File: src/rtl/imem_loader.sv
// Length-prefixed byte stream -> little-endian 32-bit IMEM writes at consecutive addresses; holds the core while loading.
// Latency: word written the cycle after its 4th byte; rx_ready low in WRITE/IDLE/DONE/ERROR, so the source holds the byte.
module imem_loader #(
    parameter int               Width      = 32,
    parameter int               DepthWords = 64,
    parameter logic [Width-1:0] BaseAddr   = '0
) (
    input  logic             clk,
    input  logic             reset,
    input  logic             start,
    input  logic [7:0]       rx_data,
    input  logic             rx_valid,
    output logic             rx_ready,
    output logic             mem_we,
    output logic [Width-1:0] mem_addr,
    output logic [Width-1:0] mem_wdata,
    output logic             cpu_hold,
    output logic             done,
    output logic             error,
    output logic [15:0]      words_loaded
);

    typedef enum logic [2:0] {
        S_IDLE, S_LEN, S_DATA, S_WRITE, S_DONE, S_ERROR
    } state_t;

    localparam logic [15:0] MAX_LEN = 16'(DepthWords);

    state_t           state;
    logic [7:0]       len_lo;
    logic             len_phase;
    logic [15:0]      word_len;
    logic [1:0]       byte_cnt;
    logic [Width-1:0] shreg;

    logic             rx_fire;
    logic [15:0]      hdr_len;
    logic [Width-1:0] word_nxt;

    assign rx_fire  = rx_valid && rx_ready;
    assign hdr_len  = {rx_data, len_lo};
    // Each new byte enters at the top, so the first byte ends up in [7:0].
    assign word_nxt = {rx_data, shreg[Width-1:8]};

    always_ff @(posedge clk) begin
        if (reset) begin
            state        <= S_IDLE;
            rx_ready     <= 1'b0;
            mem_we       <= 1'b0;
            mem_addr     <= BaseAddr;
            mem_wdata    <= '0;
            cpu_hold     <= 1'b0;
            done         <= 1'b0;
            error        <= 1'b0;
            words_loaded <= '0;
            len_lo       <= '0;
            len_phase    <= 1'b0;
            word_len     <= '0;
            byte_cnt     <= '0;
            shreg        <= '0;
        end else begin
            case (state)
                S_IDLE, S_DONE, S_ERROR: begin
                    if (start) begin
                        state        <= S_LEN;
                        rx_ready     <= 1'b1;
                        cpu_hold     <= 1'b1;
                        done         <= 1'b0;
                        error        <= 1'b0;
                        words_loaded <= '0;
                        len_phase    <= 1'b0;
                        byte_cnt     <= '0;
                    end
                end
                S_LEN: begin
                    if (rx_fire) begin
                        if (!len_phase) begin
                            len_lo    <= rx_data;
                            len_phase <= 1'b1;
                        end else if (hdr_len == 16'd0 || hdr_len > MAX_LEN) begin
                            state    <= S_ERROR;
                            rx_ready <= 1'b0;
                            error    <= 1'b1;
                        end else begin
                            state    <= S_DATA;
                            word_len <= hdr_len;
                        end
                    end
                end
                S_DATA: begin
                    if (rx_fire) begin
                        shreg    <= word_nxt;
                        byte_cnt <= byte_cnt + 2'd1;
                        if (byte_cnt == 2'd3) begin
                            state     <= S_WRITE;
                            rx_ready  <= 1'b0;
                            mem_we    <= 1'b1;
                            mem_addr  <= BaseAddr + (Width'(words_loaded) << 2);
                            mem_wdata <= word_nxt;
                        end
                    end
                end
                S_WRITE: begin
                    mem_we       <= 1'b0;
                    words_loaded <= words_loaded + 16'd1;
                    if (words_loaded + 16'd1 == word_len) begin
                        state    <= S_DONE;
                        done     <= 1'b1;
                        cpu_hold <= 1'b0;
                    end else begin
                        state    <= S_DATA;
                        rx_ready <= 1'b1;
                    end
                end
                default: begin
                    state    <= S_IDLE;
                    rx_ready <= 1'b0;
                    mem_we   <= 1'b0;
                    cpu_hold <= 1'b0;
                end
            endcase
        end
    end

endmodule

File: config.mk
export PLATFORM = sky130hd
export DESIGN_NAME = imem_loader
export DESIGN_NICKNAME = d
export VERILOG_FILES = /design/src/rtl/imem_loader.sv
export SDC_FILE = /design/constraint.sdc
export NUM_CORES = 1
export LEC_CHECK = 0
export BUFFER_PORTS_ARGS = -buffer_cell sky130_fd_sc_hd__buf_2
export CORE_MARGIN = 1
export CORE_UTILIZATION = 59
export DETAILED_ROUTE_END_ITERATION = 7
export PLACE_DENSITY = 0.8
export SLEW_MARGIN = 20
export SYNTH_ARGS = -nofsm -noshare
export SYNTH_HDL_FRONTEND = slang
export SYNTH_SLANG_ARGS = --single-unit
File: constraint.sdc
create_clock -name clk -period 7.1 [get_ports clk]
set_input_delay 0.355 -clock clk [delete_from_list [all_inputs] [get_ports clk]]
set_output_delay 0.355 -clock clk [all_outputs]
set_load 0.02 [all_outputs]
==> impl_metrics.env <==
export IMPL_overflow=0
export IMPL_synth_compound_area_frac=0.153
export IMPL_fin_crit_sh=0.387
export IMPL_synth_edf_count=0
export IMPL_cp_required_ns=7.48
export IMPL_gp_congestion=0.903
export IMPL_syn_area_per_cell_um2=8.09
export IMPL_io_pins=97
export IMPL_status="finished clean"
export IMPL_crit_arrival_ns=3.12
export IMPL_ys_warnings_count=0
export IMPL_clk_latency_ns=0.53
export IMPL_max_cap_violations=0
export IMPL_worstSetupPathType="reg -> reg"
export IMPL_p_comb_frac=0.033
export IMPL_synth_seq_cells=123
export IMPL_vias=4853
export IMPL_synth_xor_area_share=0.0375
export IMPL_powerDensity_nw_per_um2=260
export IMPL_ir_drop_uv=165
export IMPL_crit_fanout=9
export IMPL_synth_top_flop_cell="dfxtp_1"
export IMPL_clock_power_share=0.531
export IMPL_grt_antenna_before_repair=0
export IMPL_synth_top_family_by_area="simple AND/OR/NAND/NOR gates"
export IMPL_firstDrtPassIters=5
export IMPL_whs_path_depth=3
export IMPL_grt_pass1_vias=4470
export IMPL_sw_frac_of_total=0.228
export IMPL_nNetsFinal=725
export IMPL_synth_area_um2=5310
export IMPL_power_frac_seq=0.436
export IMPL_synth_adder_area_share=0.00472
export IMPL_skew_ns=0.00645
export IMPL_ys_async_sr_fraction=0
export IMPL_postRouteAntennaNets=0
export IMPL_rsz0062_at_grt="no"
export IMPL_synth_simple_gate_area_share=0.242
export IMPL_post_drt_wl_per_cell_um=16.0
export IMPL_leakagePower_nw=2.47
export IMPL_relSlewSlack=0.339
export IMPL_setup_viol=0
export IMPL_final_common_cell="nand2_1"
export IMPL_critical_path_slowest_cell="dfxtp_1"
export IMPL_syn2layout_area_growth_pct=16.4
export IMPL_path_clk_slew_ns=0.06
export IMPL_drt_iter0_markers=397
export IMPL_worstHoldEndpoint="mem_wdata[27]"
export IMPL_ctsLongestPathBuffers=2
export IMPL_rrSetupSlack_ns=4.35
export IMPL_grt_usage=0.287
export IMPL_tritoncts="done"
export IMPL_crit_path_max_incr_delay_ns=0.53
export IMPL_hold_viol_final=0
export IMPL_core_um2=8720
export IMPL_p_int_w=0.00124
export IMPL_num_rows=34
export IMPL_ys_seq_area_frac=0.464
export IMPL_worstSetupEndpointType="flip-flop"
export IMPL_dp_hpwl_mm=8.56
export IMPL_antenna_cells=0
export IMPL_tns_ns=0
export IMPL_worst_slew_pin_slew_ns=0.992
export IMPL_hp_start="rx_data[3]"
export IMPL_port_buffers=80
export IMPL_reg2reg_to="state[1]"
export IMPL_min_period_ns=2.75
export IMPL_cts_setup_buffers=0
export IMPL_setup_slack_ns=4.35
export IMPL_reg2reg_depth=7
export IMPL_start_util=0.608
export IMPL_place_ws_ns=4.41
export IMPL_hold_buffers=0
export IMPL_drive_gt1_frac=0.169
export IMPL_fmax_mhz=364
export IMPL_fp_dieH_um=96.8
export IMPL_critPathLaunchType="flip-flop"
export IMPL_switching_power_w=0.000365
export IMPL_final_cell_mix="nand2_1, dfxtp_1, a21oi_1, buf_2, nor2_1"
export IMPL_cts_made_buffers=17
export IMPL_drt_total_wl_mm=13.3
export IMPL_grt_pass1_wl_mm=21.6
export IMPL_cts_root_buf="clkbuf_8"
export IMPL_final_core_util=0.708
export IMPL_cts_sinks=123
export IMPL_die_w_um=96.8
export IMPL_drc=0
export IMPL_die_area_um2=9380
export IMPL_viasPerCell=5.84
export IMPL_synth_mux_area_fraction=0.0323
export IMPL_drv_slew=0
export IMPL_stdcell_count=831
export IMPL_synth_cell_type_count=54
export IMPL_placed_cells_incl_taps=800
export IMPL_synthCells=656
export IMPL_r2r_start="words_loaded[1]"
export IMPL_grt_max_degree=99
export IMPL_hold_path_class="in -> reg"
export IMPL_cts_resized=0
export IMPL_h_tree_depth=4
export IMPL_path_cells="ha_1 -> nand3_4 -> or4b_1 -> a31o_1 -> a211o_1 -> nor3_1 -> a41oi_1"
export IMPL_totalPowerFinal_w=0.00160
-- worst max path at each step --
stage / start / end
6_report: words_loaded[1] / state[1]
5_1_grt: words_loaded[1] / state[1]
4_1_cts: words_loaded[1] / state[1]
3_5_place_dp: words_loaded[0] / state[1]
3_3_place_gp: words_loaded[1] / state[1]
2_1_floorplan: words_loaded[1] / done
-- flip-flops by register name, indices dropped and copies added, names as in the netlist --
name / cells
byte_cnt: 2
cpu_hold: 1
done: 1
error: 1
len_lo: 8
len_phase: 1
mem_addr: 16
mem_wdata: 32
mem_we: 1
rx_ready: 1
shreg: 24
state: 3
word_len: 16
words_loaded: 16
-- metrics by stage --
| stage | area (um2) | hold WS, ns |
|---|---|---|
| 2_1_floorplan | 5360 | 0.432 |
| 3_3_place_gp | 5590 | 0.440 |
| 3_5_place_dp | 5590 | 0.443 |
| 4_1_cts | 6180 | 0.0999 |
| 5_1_grt | 6180 | 0.0967 |
| 6_report | 6180 | 0.102 |
-- per-layer routing --
metal,share of wire,vias up,GRT usage
met5,0,-,0
met4,0.013,0,0.101
met3,0.075,24,0.0773
met2,0.47,200,0.465
met1,0.44,2314,0.368
li1,-,2315,-
-- power groups by stage --
stage	Combinational, W	Sequential [W]	Clock (W)
global route	0.0000579	0.000699	0.000890
floorplan	0.0000448	0.000712	0
detailed placement	0.0000515	0.000714	0
global placement	0.0000500	0.000713	0
CTS	0.0000523	0.000699	0.000854
finish	0.0000530	0.000699	0.000853
-- cells in the mapped netlist (all sizes together) (2+ instances only) --
cell,number,area share
nand2,165,0.12
dfxtp,123,0.46
a21oi,96,0.091
nor2,41,0.029
clkbuf,33,0.023
buf,29,0.039
o21ai,18,0.017
mux2i,16,0.030
and2,15,0.018
xor2,11,0.018
nand3,9,0.011
xnor2,9,0.015
nand2b,8,0.0094
nor3,7,0.0085
nand4,6,0.0071
a311oi,5,0.0083
and4,5,0.0085
nor4,5,0.0059
or3,5,0.0059
a211o,4,0.0066
a41oi,4,0.0066
inv,4,0.0028
a211oi,3,0.0042
a31oi,3,0.0035
and3,3,0.0038
nor2b,3,0.0035
or4,3,0.0042
a32oi,2,0.0033
ha,2,0.0047
nand3b,2,0.0028
nor3b,2,0.0028
-- critical path, delay by kind of cell (launching register included) --
| kind | cells | cell delay (ns) |
|---|---|---|
| flip-flops | 1 | 0.53 |
| AND/OR/NAND/NOR | 3 | 0.99 |
| adder cells (fa/ha/maj) | 1 | 0.40 |
| AO/OA/AOI/OAI | 3 | 0.67 |
-- final cells by class --
class / count / area [um2]
multi-input combinational: 481 / 2550
fill: 671 / 2540
sequential: 123 / 2460
timing repair buffer: 84 / 433
clock buffer: 17 / 414
clock inverter: 14 / 170
tap: 108 / 135
inverter: 4 / 15.0
-- cell families (layout without fill, tap and decap cells) --
family,Yosys count,count (layout)
compound gates,143,143
xor+xnor,21,21
fa+ha+maj,2,2
buf+inv,67,119
flops,123,123
mux,17,17
other cells,1,16
simple gates,282,282
Power figures use the tool's default switching activity.
